===== src/rtl/mips_pkg.sv =====
// Shared MIPS codes: sequencer states, ALU operation codes, opcode/funct
// constants and the instruction classes produced by the decoder.
package mips_pkg;

  // Sequencer states; the encoding is exported on state_o for debug.
  typedef enum logic [3:0] {
    S_IDLE     = 4'd0,
    S_FETCH    = 4'd1,
    S_DECODE   = 4'd2,
    S_EXEC_R   = 4'd3,
    S_EXEC_I   = 4'd4,
    S_WB_R     = 4'd5,
    S_WB_I     = 4'd6,
    S_MEM_ADDR = 4'd7,
    S_MEM_RD   = 4'd8,
    S_MEM_WR   = 4'd9,
    S_WB_MEM   = 4'd10,
    S_JUMP     = 4'd11,
    S_JR       = 4'd12,
    S_TRAP     = 4'd13
  } state_t;

  // ALU operation codes, shared with the ALU and the single-cycle decoder.
  localparam logic [3:0] ALU_ADD = 4'b0000;
  localparam logic [3:0] ALU_AND = 4'b0001;
  localparam logic [3:0] ALU_OR  = 4'b0010;
  localparam logic [3:0] ALU_NOR = 4'b0011;
  localparam logic [3:0] ALU_SUB = 4'b0100;
  localparam logic [3:0] ALU_SLT = 4'b0101;
  localparam logic [3:0] ALU_NOP = 4'b1111;

  // Opcodes (IR[31:26]).
  localparam logic [5:0] OPC_RTYPE = 6'h00;
  localparam logic [5:0] OPC_J     = 6'h02;
  localparam logic [5:0] OPC_ADDI  = 6'h08;
  localparam logic [5:0] OPC_SLTI  = 6'h0a;
  localparam logic [5:0] OPC_ANDI  = 6'h0c;
  localparam logic [5:0] OPC_ORI   = 6'h0d;
  localparam logic [5:0] OPC_LW    = 6'h23;
  localparam logic [5:0] OPC_SW    = 6'h2b;

  // R-type funct codes (IR[5:0]).
  localparam logic [5:0] FN_JR   = 6'h08;
  localparam logic [5:0] FN_ADD  = 6'h20;
  localparam logic [5:0] FN_SUB  = 6'h22;
  localparam logic [5:0] FN_SUBU = 6'h23;
  localparam logic [5:0] FN_AND  = 6'h24;
  localparam logic [5:0] FN_OR   = 6'h25;
  localparam logic [5:0] FN_NOR  = 6'h27;
  localparam logic [5:0] FN_SLT  = 6'h2a;

  // Instruction classes that select the path out of DECODE.
  typedef enum logic [2:0] {
    CLS_R   = 3'd0,
    CLS_I   = 3'd1,
    CLS_LW  = 3'd2,
    CLS_SW  = 3'd3,
    CLS_J   = 3'd4,
    CLS_JR  = 3'd5,
    CLS_ILL = 3'd6
  } cls_t;

  // States that own the shared memory port and wait on mem_ready.
  function automatic logic is_mem_state(input state_t s);
    return (s == S_FETCH) || (s == S_MEM_RD) || (s == S_MEM_WR);
  endfunction

endpackage


===== src/rtl/mips_mc_decode.sv =====
// Combinational instruction classifier: (opcode, funct) -> class, ALU op for
// the execute step, and whether the immediate is zero-extended.
module mips_mc_decode
  import mips_pkg::*;
(
  input  logic [5:0] opcode,
  input  logic [5:0] funct,
  output cls_t       cls,
  output logic [3:0] alu_op,
  output logic       imm_zext
);

  // Table lookup; anything not listed is illegal and leads to TRAP.
  always_comb begin
    cls      = CLS_ILL;
    alu_op   = ALU_NOP;
    imm_zext = 1'b0;
    case (opcode)
      OPC_RTYPE: begin
        case (funct)
          FN_ADD:          begin cls = CLS_R; alu_op = ALU_ADD; end
          FN_AND:          begin cls = CLS_R; alu_op = ALU_AND; end
          FN_OR:           begin cls = CLS_R; alu_op = ALU_OR;  end
          FN_NOR:          begin cls = CLS_R; alu_op = ALU_NOR; end
          FN_SUB, FN_SUBU: begin cls = CLS_R; alu_op = ALU_SUB; end
          FN_SLT:          begin cls = CLS_R; alu_op = ALU_SLT; end
          FN_JR:           cls = CLS_JR;
          default:         cls = CLS_ILL;
        endcase
      end
      OPC_ADDI: begin cls = CLS_I; alu_op = ALU_ADD; end
      OPC_SLTI: begin cls = CLS_I; alu_op = ALU_SLT; end
      OPC_ANDI: begin cls = CLS_I; alu_op = ALU_AND; imm_zext = 1'b1; end
      OPC_ORI:  begin cls = CLS_I; alu_op = ALU_OR;  imm_zext = 1'b1; end
      OPC_LW:   cls = CLS_LW;
      OPC_SW:   cls = CLS_SW;
      OPC_J:    cls = CLS_J;
      default:  cls = CLS_ILL;
    endcase
  end

endmodule


===== src/rtl/mips_multicycle_ctrl.sv =====
// Multi-cycle MIPS sequencer. Moore FSM stepping FETCH/DECODE/EXEC/MEM/WB,
// with a mem_ready handshake, a memory wait timeout and a retired counter.
// Memory handshake: in FETCH, MEM_RD and MEM_WR the request is held steady
// until the cycle mem_ready=1, which completes the access and leaves the state;
// a wait that would bring wait_cnt to all-ones without mem_ready goes to TRAP.
module mips_multicycle_ctrl
  import mips_pkg::*;
#(
  parameter int TIMEOUT_W = 4,
  parameter int CNT_W     = 16
) (
  input  logic             clk,
  input  logic             reset,
  input  logic             run,
  input  logic [5:0]       opcode,
  input  logic [5:0]       funct,
  input  logic             mem_ready,
  output logic             pc_write,
  output logic             ir_write,
  output logic             i_or_d,
  output logic             mem_read,
  output logic             mem_write,
  output logic             reg_write,
  output logic             reg_dst,
  output logic             mem_to_reg,
  output logic             alu_src_a,
  output logic [1:0]       alu_src_b,
  output logic [3:0]       alu_op,
  output logic [1:0]       pc_src,
  output logic             trap,
  output logic [CNT_W-1:0] retired,
  output logic [3:0]       state_o
);

  // One below all-ones: the last count at which a wait may still complete.
  localparam logic [TIMEOUT_W-1:0] WAIT_LAST = ~{{(TIMEOUT_W-1){1'b0}}, 1'b1};

  state_t               state, state_next;
  logic [TIMEOUT_W-1:0] wait_cnt;
  logic                 timeout;
  logic                 retire_now;
  logic                 is_lw_q;
  logic                 trap_q;
  logic [CNT_W-1:0]     retired_q;
  cls_t                 dec_cls;
  logic [3:0]           dec_alu_op;
  logic                 dec_zext;

  mips_mc_decode u_decode (
    .opcode   (opcode),
    .funct    (funct),
    .cls      (dec_cls),
    .alu_op   (dec_alu_op),
    .imm_zext (dec_zext)
  );

  assign timeout    = !mem_ready && (wait_cnt == WAIT_LAST);
  assign retire_now = (state == S_WB_R) || (state == S_WB_I) || (state == S_WB_MEM) ||
                      (state == S_JUMP) || (state == S_JR) ||
                      ((state == S_MEM_WR) && mem_ready);

  // State register; reset aborts any instruction in flight.
  always_ff @(posedge clk) begin
    if (reset) state <= S_IDLE;
    else       state <= state_next;
  end

  // Next-state logic.
  always_comb begin
    state_next = state;
    case (state)
      S_IDLE:     if (run) state_next = S_FETCH;
      S_FETCH:    if (mem_ready) state_next = S_DECODE;
                  else if (timeout) state_next = S_TRAP;
      S_DECODE: begin
        case (dec_cls)
          CLS_R:          state_next = S_EXEC_R;
          CLS_I:          state_next = S_EXEC_I;
          CLS_LW, CLS_SW: state_next = S_MEM_ADDR;
          CLS_J:          state_next = S_JUMP;
          CLS_JR:         state_next = S_JR;
          default:        state_next = S_TRAP;
        endcase
      end
      S_EXEC_R:   state_next = S_WB_R;
      S_EXEC_I:   state_next = S_WB_I;
      S_MEM_ADDR: state_next = is_lw_q ? S_MEM_RD : S_MEM_WR;
      S_MEM_RD:   if (mem_ready) state_next = S_WB_MEM;
                  else if (timeout) state_next = S_TRAP;
      S_MEM_WR:   if (mem_ready) state_next = S_FETCH;
                  else if (timeout) state_next = S_TRAP;
      S_WB_R, S_WB_I, S_WB_MEM, S_JUMP, S_JR: state_next = S_FETCH;
      S_TRAP:     state_next = S_TRAP;
      default:    state_next = S_TRAP;
    endcase
  end

  // Moore output decode; pc_write in FETCH follows the completing handshake.
  always_comb begin
    pc_write   = 1'b0;
    ir_write   = 1'b0;
    i_or_d     = 1'b0;
    mem_read   = 1'b0;
    mem_write  = 1'b0;
    reg_write  = 1'b0;
    reg_dst    = 1'b0;
    mem_to_reg = 1'b0;
    alu_src_a  = 1'b0;
    alu_src_b  = 2'b00;
    alu_op     = ALU_NOP;
    pc_src     = 2'b00;
    case (state)
      S_FETCH: begin
        mem_read  = 1'b1;
        ir_write  = 1'b1;
        alu_src_b = 2'b01;
        alu_op    = ALU_ADD;
        pc_write  = mem_ready;
      end
      S_DECODE: begin
        alu_src_b = 2'b10;
        alu_op    = ALU_ADD;
      end
      S_EXEC_R: begin
        alu_src_a = 1'b1;
        alu_op    = dec_alu_op;
      end
      S_EXEC_I: begin
        alu_src_a = 1'b1;
        alu_src_b = dec_zext ? 2'b11 : 2'b10;
        alu_op    = dec_alu_op;
      end
      S_WB_R:     begin reg_write = 1'b1; reg_dst = 1'b1; end
      S_WB_I:     reg_write = 1'b1;
      S_MEM_ADDR: begin alu_src_a = 1'b1; alu_src_b = 2'b10; alu_op = ALU_ADD; end
      S_MEM_RD:   begin i_or_d = 1'b1; mem_read = 1'b1; end
      S_MEM_WR:   begin i_or_d = 1'b1; mem_write = 1'b1; end
      S_WB_MEM:   begin reg_write = 1'b1; mem_to_reg = 1'b1; end
      S_JUMP:     begin pc_write = 1'b1; pc_src = 2'b01; end
      S_JR:       begin pc_write = 1'b1; pc_src = 2'b10; end
      default:    ;
    endcase
  end

  // Wait counter restarts whenever no access is pending or one completes.
  always_ff @(posedge clk) begin
    if (reset || !is_mem_state(state) || mem_ready) wait_cnt <= '0;
    else                                            wait_cnt <= wait_cnt + 1'b1;
  end

  // Remember lw vs sw at DECODE so later opcode changes cannot redirect MEM_ADDR.
  always_ff @(posedge clk) begin
    if (reset)                  is_lw_q <= 1'b0;
    else if (state == S_DECODE) is_lw_q <= (dec_cls == CLS_LW);
  end

  // Sticky trap flag, set together with entry into TRAP.
  always_ff @(posedge clk) begin
    if (reset)                     trap_q <= 1'b0;
    else if (state_next == S_TRAP) trap_q <= 1'b1;
  end

  // Retired-instruction counter, wraps naturally.
  always_ff @(posedge clk) begin
    if (reset)           retired_q <= '0;
    else if (retire_now) retired_q <= retired_q + 1'b1;
  end

  assign trap    = trap_q;
  assign retired = retired_q;
  assign state_o = state;

endmodule


===== config.mk =====
export PLATFORM = sky130hd
export DESIGN_NAME = mips_multicycle_ctrl
export DESIGN_NICKNAME = d
export VERILOG_FILES = /design/src/rtl/mips_pkg.sv /design/src/rtl/mips_mc_decode.sv /design/src/rtl/mips_multicycle_ctrl.sv
export SDC_FILE = /design/constraint.sdc
export NUM_CORES = 1
export LEC_CHECK = 0
export ABC_AREA = 1
export CAP_MARGIN = 10
export CELL_PAD_IN_SITES_DETAIL_PLACEMENT = 1
export CELL_PAD_IN_SITES_GLOBAL_PLACEMENT = 2
export CORE_AREA = 2 2 89 91
export CTS_BUF_LIST = sky130_fd_sc_hd__clkbuf_4 sky130_fd_sc_hd__clkbuf_8
export CTS_CLUSTER_SIZE = 12
export DETAILED_ROUTE_END_ITERATION = 8
export DIE_AREA = 0 0 91 93
export PLACE_DENSITY_LB_ADDON = 0.1
export SETUP_SLACK_MARGIN = 0.1
export SLEW_MARGIN = 5
export SYNTH_ARGS = -nofsm -noshare
export SYNTH_HDL_FRONTEND = slang
export SYNTH_HIERARCHICAL = 1
export SYNTH_SLANG_ARGS = --single-unit

===== constraint.sdc =====
create_clock -name clk -period 2.4 [get_ports clk]
set_input_delay 0.24 -clock clk [delete_from_list [all_inputs] [get_ports clk]]
set_output_delay 0.24 -clock clk [all_outputs]
set_load 0.1 [all_outputs]

# --- Word-level counts from Yosys, hierarchy flattened ---
# Index checks and enable logic that the tools add are counted.
word_totals:
  out_inout_bits: 38
  inputBits: 16
  ff_bits: 26
classes:
  mux: 26
  eq_ne: 34
  reduce_logical: 30
  add_sub_neg: 2
ops:
  columns: ["op", "n"]
  rows:
  - ["6-bit equality test (second input constant)", 9]
  - ["4-bit case mux with 5 select lines", 2]
  - ["4-bit case mux with 9 select lines", 1]
  - ["6-bit by 4-bit equality test with 1-bit output (second input constant)", 5]
  - ["4-bit equality test (second input constant)", 7]
  - ["4-bit case mux with 6 select lines", 1]
  - ["4-bit 2-to-1 mux", 5]
  - ["16-bit by 1-bit adder with 16-bit output (second input constant)", 1]
  - ["4-bit by 3-bit equality test with 1-bit output (second input constant)", 4]
  - ["2-bit OR reduction", 8]
  - ["3-bit case mux with 5 select lines", 1]
  - ["1-bit 2-to-1 mux", 11]
  - ["1-bit logical OR", 9]
  - ["3-bit OR reduction", 3]
  - ["4-bit by 2-bit equality test with 1-bit output (second input constant)", 2]
  - ["4-bit case mux with 2 select lines", 1]
  - ["7-bit OR reduction", 1]
  - ["3-bit by 2-bit equality test with 1-bit output (second input constant)", 2]
  - ["3-bit equality test (second input constant)", 2]
  - ["6-bit by 2-bit equality test with 1-bit output (second input constant)", 1]
  - ["6-bit logical NOT", 1]
  - ["2-bit case mux with 3 select lines", 1]
  - ["3-bit case mux with 2 select lines", 1]
  - ["5-bit OR reduction", 1]
  - ["10 further kinds", 12]

# --- Depth between registers and ports, before layout ---
# Gate-level depths: netlist of run 1.
logic_depth:
  ltp_word: 9
  ltp_mapped: 17
  ltp_nobuf: 17

# --- By module ---
# The synthesis of run 1 kept the hierarchy.
modules_own_cells:
  columns: ["mod", "cells_each", "instances", "area_each_um2"]
  rows:
  - ["mips_multicycle_ctrl", 256, 1, 1622.8]
  - ["mips_mc_decode", 75, 1, 357.8]

# --- Least setup slack after synthesis of run 1 ---
# Ideal clock, no wire load.
synth_timing:
  path_kind: "register to output"
  from: "register state[0], in the netlist state_o[0]"
  to: "output pc_write"
  path_stages_with_launch: 5
  arrival_ns: 3.439
  setup_slack_ns: -1.279
  cell_sequence: "dfxtp_1 -> nand2_2 -> nor2_1 -> nand2_1 -> nand2_1"
synth_via:
  elab_chain_cells: 3
  word_cells_on_any_way: 5
synth_rtl:
  columns: ["item", "line_no", "rtl"]
  rows:
  - ["from (decl)", "mips_multicycle_ctrl.sv:38", "state_t state, state_next;"]
  - ["from (signal assigned)", "mips_multicycle_ctrl.sv:65", "else state <= state_next;"]
  - ["4-bit equality test", "mips_multicycle_ctrl.sv:112", "case (state)"]
  - ["2-bit OR reduction (no line)", null, null]
  - ["1-bit case mux with 2 select lines (*)", "mips_multicycle_ctrl.sv:112", null]
  - ["to (decl)", "mips_multicycle_ctrl.sv:18", "output logic pc_write,"]
# Every way passes the cells marked *; elsewhere a longest branch is shown, timed or not.

# --- Final worst setup path of run 1 ---
layout_timing:
  from: "input opcode[5]"
  to: "output alu_op[3]"
layout_via:
  elab_chain_cells: 3
  word_cells_on_any_way: 7
layout_rtl:
  columns: ["item", "line_no", "rtl"]
  rows:
  - ["from (decl)", "mips_multicycle_ctrl.sv:15", "input logic [5:0] opcode,"]
  - ["6-bit by 4-bit equality test with 1-bit output or 6-bit logical NOT (tied branches)", "mips_mc_decode.sv:18", "case (opcode)"]
  - ["4-bit case mux with 5 select lines (*)", "mips_mc_decode.sv:18", null]
  - ["named net dec_alu_op[3]", "mips_multicycle_ctrl.sv:46", "logic [3:0] dec_alu_op;"]
  - ["4-bit case mux with 2 select lines (*)", "mips_multicycle_ctrl.sv:112", null]
  - ["to (decl)", "mips_multicycle_ctrl.sv:28", "output logic [3:0] alu_op,"]
# Mark *: on every way through the listed nets, which the timed path passes. The rest lies on a longest branch.

==> metrics.md, run 1 <==
| Metric | Value |
|---|---|
| Synth Flop Type | `dfxtp_1` |
| Max Slew Vio Count | `0` |
| Post-synthesis async set-or-reset flop share | `0` |
| Dpl hpwl | `5080 um` |
| Synth Warn # | `6` |
| Remaining antenna violation count | `0` |
| CP Capture Type | `primary output` |
| Area of the multi-input gates | `1280 sq um` |
| FF-to-FF Start | `retired[3]` |
| Startpoint Class | `primary input` |
| Crit-path slowest cell | `clkdlybuf4s50_1` |
| Core ar. | `7530 sq um` |
| Sequential Power Share | `0.166` |
| Placed cell count | `484` |
| Pwr per Cell Area | `1230 nW/um^2` |
| Synth top cells by count | `nand2_1, nor2_1, inv_1` |
| Synth cell types | `32` |
| Most frequent cell after synthesis | `nand2_1` |
| Rows | `32` |
| Top post-synthesis cells by area | `dfxtp_1, nand2_1, nor2_1` |
| HP Start | `is_lw_q` |
| CP top delay family | `buffers and inverters` |
| Worst-path clk slew | `90 ps` |
| Post-route cell area | `2710 sq um` |
| Area delta synth->final | `36.9%` |
| Post-DR vias/cell | `4.48` |
| CTS Buf Count | `3` |
| F_max | `470 MHz` |
| Hold EP | `is_lw_q` |
| Number of global-route vias before repair | `2270` |
| Post-Layout Cell Count | `488` |
| Root Buffer | `clkbuf_8` |
| Critical path cell sequence | `clkdlybuf4s50_1 > nor2_4 > nand3_2 > clkinv_2 > nand2_2 > o21ai_0 > o21ai_0 > nand2_1 > buf_12` |
| Power share of the combinational group | `0.724` |
| Mapped Cells | `331` |
| Clock latency at the later pin of the worst-skew pair | `270 ps` |
| Die width | `91 um` |
| Post-synth top area share | `0.263` |
| I/O pin count | `54` |
| Die footprint | `8460 sq um` |
| Setup TNS | `0 ps` |
| Post-synth EDFFs | `0` |
| Total chip power | `3.34 mW` |
| Arrival time at the worst endpoint | `1890 ps` |
| Hold-fix buffers at CTS | `0` |
| Most frequent CP cell | `o21ai_0` |
| Worst hold stages | `2` |
| All-Layer GR Usage | `0.150` |
| Post-DP Area | `2630 sq um` |
| R2R depth | `10` |
| H-tree depth | `1` |
| Setup crit start | `opcode[5]` |
| Pre-antenna DRT Iters | `4` |
| Hold WS | `452 ps` |
| Crit Path Category | `in -> out` |
| RSZ-0062 raised after global routing | `no` |
| Layout Skew | `6.40 ps` |
| Post-synthesis area per instance | `5.98 sq um` |
| Total number of clock tree sinks | `26` |
| Hold Path Class | `reg -> reg` |
| CP max stage delay | `470 ps` |
| Fin nets | `406` |
| Reg2Reg Setup Slack | `690 ps` |
| Worst rel slew slack | `0.699` |
| Crit share post-route | `0.887` |
| Final Worst Setup Slack | `271 ps` |
| Diodes inserted | `0` |
| Initial DRC Count | `39` |
| Port buffer count | `53` |
| Pin count of the biggest net entering global routing | `16` |
| Die height | `93 um` |
| Sw frac | `0.605` |
| Via count | `2184` |
| Seq. cell area | `528 sq um` |
| CTS tree | `built` |
| Pint | `1.32 mW` |
| Leak | `1.28 nW` |
| PostCTS Resize Cnt | `0` |
| Least-Margin Pin Slew | `452 ps` |
| Seq/Total Area, Yosys | `0.263` |
| Reg2reg end | `retired[11]` |
| Placer Congestion | `0.745` |
| # DRC | `0` |
| CP Buf/Inv Count | `3` |
| Crit Path Max Fanout | `6` |
| Routed wire length | `6070 um` |
| Final setup viols | `0` |
| Wire length per cell | `12.4 um` |
| Layout cells sized above 1 | `0.225` |
| Final hold vios | `0` |
| Clk pwr share | `0.110` |
| Syn nets | `350` |
| Status | `completed` |
| Post-CTS setup buffers | `0` |
| Final Util | `0.360` |
| Max_cap viols | `0` |
| VDD IR-drop max | `0.455 mV` |
| Leading area contributor after synthesis | `dfxtp_1` |
| CTS max path bufs | `2` |
| Minimum clock period | `2130 ps` |
| DP Worst Slack | `58.6 ps` |
| Initial Util | `0.263` |
| Flops & latches, synth | `26` |
| Required time of the critical path | `2160 ps` |
| Initial antenna violation count | `0` |
| Mapped Area | `1980 sq um` |
| GR Overflow Total | `0` |
| Psw | `2.02 mW` |
| First-pass GRT wire length | `10700 um` |
| Fill cells | `1027` |
==> layer usage <==
layer / part of all wire / wire length (um) / track usage
met1: 0.50 / 3030 / 0.201
met2: 0.46 / 2800 / 0.264
met3: 0.033 / 198 / 0.0185
met4: 0.0063 / 38 / 0.0240
met5: 0 / 0 / 0
==> cell families after synthesis <==
group / share of synthesized area
xor gates and xnor gates: 0.0177
DFF: 0.263
AOI/OAI and AO/OA: 0.103
buffers and inverters: 0.110
adders and majority gates: 0.0190
and+or+nand+nor: 0.488
==> cell type report <==
| cell class | instances | area share |
|---|---|---|
| clock inverters | 1 | 0.0111 |
| inverters | 52 | 0.0734 |
| repair buffers | 54 | 0.186 |
| well taps | 102 | 0.0471 |
| multi-input cells | 250 | 0.472 |
| clock buffers | 3 | 0.0152 |
| flip-flops and latches | 26 | 0.195 |
==> worst max path at each step <==
| stage | end | cells after the start | slack (ps) |
|---|---|---|---|
| 5_1_grt | alu_op[2] | 10 | 120 |
| 2_1_floorplan | retired[7] | 9 | 100 |
| 6_report | alu_op[3] | 9 | 270 |
| 4_1_cts | alu_op[2] | 11 | 240 |
| 3_5_place_dp | trap | 16 | 60 |
| 3_3_place_gp | trap | 16 | 120 |
==> cell usage in the layout (no fill, tap or decap) <==
cell type         n
nor2_4            8
o211ai_1          1
o21ai_1           6
buf_12            5
nor2_1           47
clkdlybuf4s50_1  15
xor2_1            2
nand3b_1          2
nand2_2           8
or2_1             1
o21ai_2           1
nor3_2            3
nand3_1          32
nor3_1            7
ha_1              3
o21ai_0          11
dfxtp_1          22
nor2_8            1
xnor2_1           2
clkbuf_8          3
nor2_2            8
bufinv_16         1
buf_4            34
nor3b_2           1
dfxtp_4           1
a21oi_1          14
a21oi_2           3
a31oi_1           1
inv_4             1
dfxtp_2           3
nand3_2           2
clkinv_2          1
nand2_1          80
inv_1            47
nand4_1           5
inv_2             3
nor4_1            1
==> worst register-to-register path: cells and delay by family (launching register included) <==
kind	cells	cell delay, ps
flip-flops	1	420
AND/OR/NAND/NOR	9	1150
buffers and inverters	1	90
==> flip-flops by register name, indices dropped and copies added (netlist names) <==
name and count:
retired 16, state_o 4, wait_cnt 4, is_lw_q 1, trap 1
==> power groups by stage <==
stage / clock network, mW / logic, mW / registers (mW)
global route: 0.403 / 2.54 / 0.566
global placement: 0 / 2.43 / 0.560
floorplan: 0 / 1.51 / 0.784
CTS: 0.388 / 2.44 / 0.550
finish: 0.365 / 2.42 / 0.554
detailed placement: 0 / 2.44 / 0.561
Note: power is estimated with default switching activity, not from simulation.
==> run 2: changes to the inputs <==
- ABC_AREA: 1 -> 0
- CORE_AREA: 2 2 89 91 -> 2 2 92 94
- DIE_AREA: 0 0 91 93 -> 0 0 94 96
- HOLD_SLACK_MARGIN: not set -> 0.1
- clock period: 2.4 -> 1.9 ns (I/O delays scaled with it)
==> run 2 against run 1 <==
  * The flow now finishes with violations (setup timing)
  * Synthesized cell count is 19% lower
  * Worst setup slack worse by 560 ps
  * Clock-buffer cell count is 1 higher
  * Sequential share of layout area is 5.0 points lower
  * Combinational power is 43% lower
  * Synthesized area is 0.57% lower
  * Clock skew is 1.2 ps higher
  * Design area is 42% higher
  * Non-clock buffer count is 74 higher
  * Total power is 30% lower
  * Clock power hardly changed
  * Critical endpoint is now alu_op[0]
  * Largest cell class unchanged
==> metrics.md, run 2 <==
| Metric | Value |
|---|---|
| H-tree depth | `1 (unchanged)` |
| Initial Util | `0.245 (-0.0185)` |
| Crit share post-route | `1.15` |
| Sw frac | `0.435 (-0.170)` |
| Final setup viols | `6 (+6)` |
| Worst rel slew slack | `0.668 (-0.0311)` |
| Required time of the critical path | `1710 ps (-450 ps)` |
| Placer Congestion | `0.836 (+12%)` |
| GR Overflow Total | `0 (unchanged)` |
| Number of global-route vias before repair | `2388 (+5.2%)` |
| Hold EP | `wait_cnt[0]` |
| Syn nets | `287 (-18%)` |
| Diodes inserted | `0 (unchanged)` |
| Flops & latches, synth | `26 (unchanged)` |
| Minimum clock period | `2190 ps` |
| Worst-path clk slew | `90 ps (about the same)` |
| Clock latency at the later pin of the worst-skew pair | `270 ps (about the same)` |
| Leak | `1.48 nW (+16%)` |
| CP Capture Type | `primary output` |
| RSZ-0062 raised after global routing | `yes` |
| Max Slew Vio Count | `0 (unchanged)` |
| Failing checks | `setup timing` |
| Psw | `1.01 mW (-50%)` |
| Crit Path Category | `in -> out` |
| Root Buffer | `clkbuf_8` |
| Leading cell type in the layout, fill and taps excluded | `buf_4` |
| Status | `finished with violations` |
| Layout cells sized above 1 | `0.542 (+0.316)` |
| Final hold vios | `0 (unchanged)` |
| Die height | `96 um (+3.2%)` |
| R2R depth | `7 (-3)` |
| Setup TNS | `-1220 ps (-1220 ps)` |
| Power share of the combinational group | `0.593 (-0.131)` |
| Post-synthesis async set-or-reset flop share | `0 (unchanged)` |
| Post-DR vias/cell | `4.90 (+9.6%)` |
| Post-synthesis area per instance | `7.35 sq um (+23%)` |
| Synth cell types | `51 (+59%)` |
| Pre-antenna DRT Iters | `4 (unchanged)` |
| Clk pwr share | `0.155 (+0.045)` |
| F_max | `457 MHz` |
| Startpoint Class | `primary input` |
| Pwr per Cell Area | `606 nW/um^2 (-51%)` |
| Arrival time at the worst endpoint | `2000 ps (+110 ps)` |
| Rows | `33 (+3.1%)` |
| Post-synth top area share | `0.264 (+0.00150)` |
| FF-to-FF Start | `wait_cnt[0]` |
| Dpl hpwl | `5340 um (+5.1%)` |
| Die footprint | `9020 sq um (+6.6%)` |
| Remaining antenna violation count | `0 (unchanged)` |
| CTS Buf Count | `3 (unchanged)` |
| Most frequent cells in the layout | `buf_4, nor2_1, buf_12` |
| VDD IR-drop max | `0.267 mV (-41%)` |
| Synth Flop Type | `dfxtp_1` |
| First-pass GRT wire length | `11500 um (+7.6%)` |
| CTS tree | `built` |
| Synth Warn # | `6 (unchanged)` |
| Pint | `1.32 mW (about the same)` |
| Total number of clock tree sinks | `26 (unchanged)` |
| Pin count of the biggest net entering global routing | `22 (+6)` |
| # DRC | `0 (unchanged)` |
| Port buffer count | `53 (unchanged)` |
| Layout Skew | `7.57 ps (+1.17 ps)` |
| Reg2reg end | `trap` |
| Initial DRC Count | `56 (+44%)` |
| Die width | `94 um (+3.3%)` |
| Max_cap viols | `0 (unchanged)` |
| Least-Margin Pin Slew | `494 ps (+42.0 ps)` |
| Reg2Reg Setup Slack | `120 ps (-570 ps)` |
| Sequential Power Share | `0.251 (+0.085)` |
| Mapped Area | `1970 sq um (-0.57%)` |
| Max FFs per register | `16 (unchanged)` |
| Most frequent cell after synthesis | `nor2_1` |
| CTS max path bufs | `2 (unchanged)` |
| DP Worst Slack | `-791 ps (-849 ps)` |
| Top post-synthesis cells by area | `dfxtp_1, nor2_1, xnor2_1` |
| Synth top cells by count | `nor2_1, dfxtp_1, nand2_1` |
| I/O pin count | `54 (unchanged)` |
| Initial antenna violation count | `0 (unchanged)` |
| Core ar. | `8050 sq um (+7.0%)` |
| Hold-fix buffers at CTS | `0 (unchanged)` |
| Via count | `2388 (+9.3%)` |
| Fin nets | `402 (-0.99%)` |
| Routed wire length | `7090 um (+17%)` |
| Worst hold stages | `1 (-1)` |
| Crit Path Max Fanout | `5 (-1)` |
| Seq/Total Area, Yosys | `0.264 (+0.00150)` |
| Leading area contributor after synthesis | `dfxtp_1` |
| Hold Path Class | `reg -> reg` |
| Mapped Cells | `268 (-19%)` |
| Post-synth EDFFs | `0 (unchanged)` |
| HP Start | `wait_cnt[0]` |
| Wire length per cell | `14.6 um (+17%)` |
| All-Layer GR Usage | `0.157 (+0.00702)` |
| Final Worst Setup Slack | `-290 ps (-562 ps)` |
| Area delta synth->final | `95.5%` |
-- run 2: power groups by stage --
stage          registers (mW)  logic (mW)  clock network (mW)
4_1_cts                 0.582        1.29               0.386
2_1_floorplan           0.655       0.743                   0
3_5_place_dp            0.594        1.24                   0
3_3_place_gp            0.595        1.23                   0
5_1_grt                 0.589        1.45               0.408
6_report                0.586        1.38               0.362
-- run 2: worst max-delay path by stage --
stage | startpoint | endpoint | cells past startpoint
global placement | funct[1] | alu_op[2] | 10
floorplan | state_o[0] | reg_write | 5
CTS | funct[0] | alu_op[0] | 10
detailed placement | funct[1] | alu_op[0] | 10
finish | funct[0] | alu_op[0] | 10
global route | funct[1] | alu_op[0] | 10
-- run 2: metal layers --
layer / routed length, um / vias to the layer above / track usage
met2: 3540 / 39 / 0.278
met3: 200 / 4 / 0.0251
met1: 3300 / 1159 / 0.207
met5: 0 / - / 0
li1: - / 1186 / -
met4: 40 / 0 / 0.0217
-- run 2: what timing repair did --
item	CTS	global route
setup endpoints to repair	15	23
setup buffers	9	11
hold endpoints to repair	0	0
pin swaps	33	26
resized for setup	65	22
gates cloned	0	0
-- run 2: per-stage QoR --
step,power (mW),hold slack (ps),util,cells,area [sq um]
detailed placement,1.83,460,0.427,464,3440
CTS,2.26,481,0.453,477,3650
global route,2.44,495,0.478,487,3850
floorplan,1.40,361,-,268,2360
global placement,1.82,449,0.427,464,3440
finish,2.33,473,0.478,487,3850
-- run 2: final cells by class --
| type | count | area, sq um |
|---|---|---|
| repair buffers | 128 | 1300 |
| flip-flops and latches | 26 | 558 |
| multi-input cells | 214 | 1770 |
| clock buffers | 4 | 55.1 |
| inverters | 10 | 37.5 |
| well taps | 105 | 131 |
| fillers | 932 | 4200 |
-- run 2: critical path, stage by stage --
cell,delay [ps]
buf_6,90
or2_4,250
a2bb2oi_2,150
o311ai_4,310
buf_6,160
nand4_1,120
nor2_1,140
nor3_1,80
or3_4,340
buf_12,170
-- run 2: kinds of logic (layout without fill, tap and decap cells) --
family | after synthesis | in the layout | synth area share
mux | 2 | 2 | 0.0114
simple gates | 132 | 132 | 0.346
fa+ha+maj | 3 | 3 | 0.0191
xor+xnor | 17 | 17 | 0.0756
buf+inv | 28 | 142 | 0.0553
compound gates | 60 | 60 | 0.228
flops | 26 | 26 | 0.264
==> run 3: changes to the inputs <==
- CTS_BUF_LIST: sky130_fd_sc_hd__clkbuf_4 sky130_fd_sc_hd__clkbuf_8 -> sky130_fd_sc_hd__clkbuf_2 sky130_fd_sc_hd__clkbuf_4 sky130_fd_sc_hd__clkbuf_8
- REMOVE_ABC_BUFFERS: not set -> 1
==> run 3 against run 2 <==
  * The flow still finishes with violations (setup timing)
  * Utilization shrank 0.093 points
  * Non-clock buffer count is the same
  * Sequential share of layout area shrank 0.72 points
  * Die area is the same
  * Via count grew 0.59%
  * First-iteration DRC count grew 39%
  * Sequential power shrank 2%
  * Register-to-register slack lost 160 ps
  * Sequential cell count is the same
  * Clock skew shrank 1.8 ps
  * Global-route usage grew 0.52 points
  * Highest routed layer unchanged
==> metrics.md, run 3 (same netlist as run 2, synthesis figures left out) <==
| Metric | Value |
|---|---|
| Core ar. | `8050 sq um (unchanged)` |
| Initial Util | `0.245 (unchanged)` |
| Die height | `96 um (unchanged)` |
| Die width | `94 um (unchanged)` |
| CTS Buf Count | `3 (unchanged)` |
| CTS max path bufs | `2 (unchanged)` |
| Crit share post-route | `1.14 (-0.0169)` |
| Max Slew Vio Count | `0 (unchanged)` |
| Pin count of the biggest net entering global routing | `28 (+27%)` |
| Hold Path Class | `reg -> reg` |
| Least-Margin Pin Slew | `504 ps (+10.6 ps)` |
| All-Layer GR Usage | `0.162 (+0.00518)` |
| Area delta synth->final | `95.1%` |
| Wire length on met1 | `3380 um (+2.3%)` |
| Leak | `1.49 nW (+0.52%)` |
| Status | `finished with violations` |
| CP top delay family | `simple AND/OR/NAND/NOR gates` |
| # DRC | `0 (unchanged)` |
| Final Worst Setup Slack | `-258 ps (+32.0 ps)` |
| Clock latency at the later pin of the worst-skew pair | `280 ps (about the same)` |
| CP max stage delay | `380 ps (+40 ps)` |
| Post-route cell area | `3840 sq um (-0.19%)` |
| Most frequent CP cell | `buf_6` |
| Final hold vios | `0 (unchanged)` |
| Most frequent cells in the layout | `buf_4, nor2_1, buf_12` |
| CTS tree | `built` |
| Rows | `33 (unchanged)` |
| Total chip power | `2.33 mW (about the same)` |
| DR top layer | `met4` |
| Max FFs per register | `16 (unchanged)` |
| I/O pin count | `54 (unchanged)` |
| Worst rel slew slack | `0.660 (-0.00712)` |
| Total number of clock tree sinks | `26 (unchanged)` |
| Die footprint | `9020 sq um (unchanged)` |
| Layout Skew | `5.75 ps (-1.82 ps)` |
| Hold-fix buffers at CTS | `0 (unchanged)` |
| Fin nets | `402 (unchanged)` |
| Port buffer count | `53 (unchanged)` |
| Setup TNS | `-972 ps (+244 ps)` |
| Placer Congestion | `0.811 (-2.9%)` |
| Via count | `2402 (+0.59%)` |
| Pre-antenna DRT Iters | `4 (unchanged)` |
| H-tree depth | `1 (unchanged)` |
| Post-Layout Cell Count | `487 (unchanged)` |
| Wire length on met2 | `3670 um (+3.7%)` |
| Root Buffer | `clkbuf_8` |
| VDD IR-drop max | `0.356 mV (+33%)` |
| Wire length per cell | `15.0 um (+3.0%)` |
| Final setup viols | `7 (+1)` |
| Minimum clock period | `2160 ps (-32.0 ps)` |
| Crit-path slowest cell | `or3_4` |
| Number of global-route vias before repair | `2413 (+1.0%)` |
| Dpl hpwl | `5360 um (+0.42%)` |
| Worst-path clk slew | `100 ps (about the same)` |
| Met3 WL | `188 um (-6.0%)` |
| Layout cells sized above 1 | `0.505 (-0.0366)` |
| CP Buf/Inv Count | `3 (unchanged)` |
| Startpoint Class | `primary input` |
| First-pass GRT wire length | `11800 um (+2.1%)` |
| Placed cell count | `464 (unchanged)` |
| Pwr per Cell Area | `607 nW/um^2 (+0.17%)` |
| Diodes inserted | `0 (unchanged)` |
| F_max | `463 MHz (+1.5%)` |
| Initial DRC Count | `78 (+39%)` |
| Remaining antenna violation count | `0 (unchanged)` |
| Routed wire length | `7300 um (+3.0%)` |
| Max_cap viols | `0 (unchanged)` |
| Arrival time at the worst endpoint | `1970 ps (-30 ps)` |
| Leading cell type in the layout, fill and taps excluded | `buf_4` |
| Required time of the critical path | `1710 ps (about the same)` |
| Crit Path Max Fanout | `5 (unchanged)` |
| Critical path cell sequence | `buf_6 > or2_4 > a2bb2oi_4 > o311ai_4 > buf_6 > nand4_1 > nor2_1 > nor3_1 > or3_4 > buf_12` |
| RSZ-0062 raised after global routing | `yes` |
| CP Capture Type | `primary output` |
| Post-DR vias/cell | `4.93 (+0.59%)` |
| Fill cells | `935 (+0.32%)` |
| Post-DP Area | `3170 sq um (-7.7%)` |
| Crit Path Category | `in -> out` |
| Failing checks | `setup timing` |
| Initial antenna violation count | `0 (unchanged)` |
| GR Overflow Total | `0 (unchanged)` |
| Final Util | `0.477 (-0.000932)` |
## run 3: layout make-up
type	count	area, sq um	area share
repair buffers	128	1330	0.347
well taps	105	131	0.0342
flip-flops and latches	26	529	0.138
multi-input cells	214	1760	0.457
clock buffers	4	55.1	0.0143
inverters	10	37.5	0.00977
## run 3: power breakdown
part           switching (mW)  total (mW)  internal [mW]
registers              0.0157       0.575          0.559
logic                   0.802        1.37          0.570
clock network           0.198       0.384          0.186
## run 3: metrics by stage
| step | worst slack [ps] | hold slack (ps) |
|---|---|---|
| 2_1_floorplan | -2920 | 259 |
| 3_3_place_gp | -652 | 466 |
| 3_5_place_dp | -706 | 474 |
| 4_1_cts | -292 | 489 |
| 5_1_grt | -320 | 528 |
| 6_report | -258 | 497 |
## run 3: path summary, 6_finish.rpt
| path | start | end | cells past startpoint | slack, ps |
|---|---|---|---|---|
| max reg2reg | state_o[0] | retired[15] | 8 | -40 |
| max | funct[1] | alu_op[0] | 10 | -260 |
| min reg2reg | is_lw_q | is_lw_q | 2 | 500 |
| min | is_lw_q | is_lw_q | 2 | 500 |
## run 3: routing by layer
layer,up-vias,track usage
li1,1183,-
met1,1180,0.209
met2,33,0.293
met3,6,0.0227
met4,0,0.0266
met5,-,0
## run 3: repair_timing
item | 4_1_cts | 5_1_grt
setup endpoints to repair | 28 | 32
setup buffers | 16 | 2
resized for setup | 108 | 27
gates cloned | 1 | 0
pin swaps | 46 | 23
## run 3: worst register-to-register path, cell delays in order (launching register included)
cell and delay (ps):
dfxtp_4 370, buf_6 110, buf_6 120, xnor2_4 140, o32a_4 360, buf_12 160
a21oi_4 170, nand3_2 100, mux2_4 300
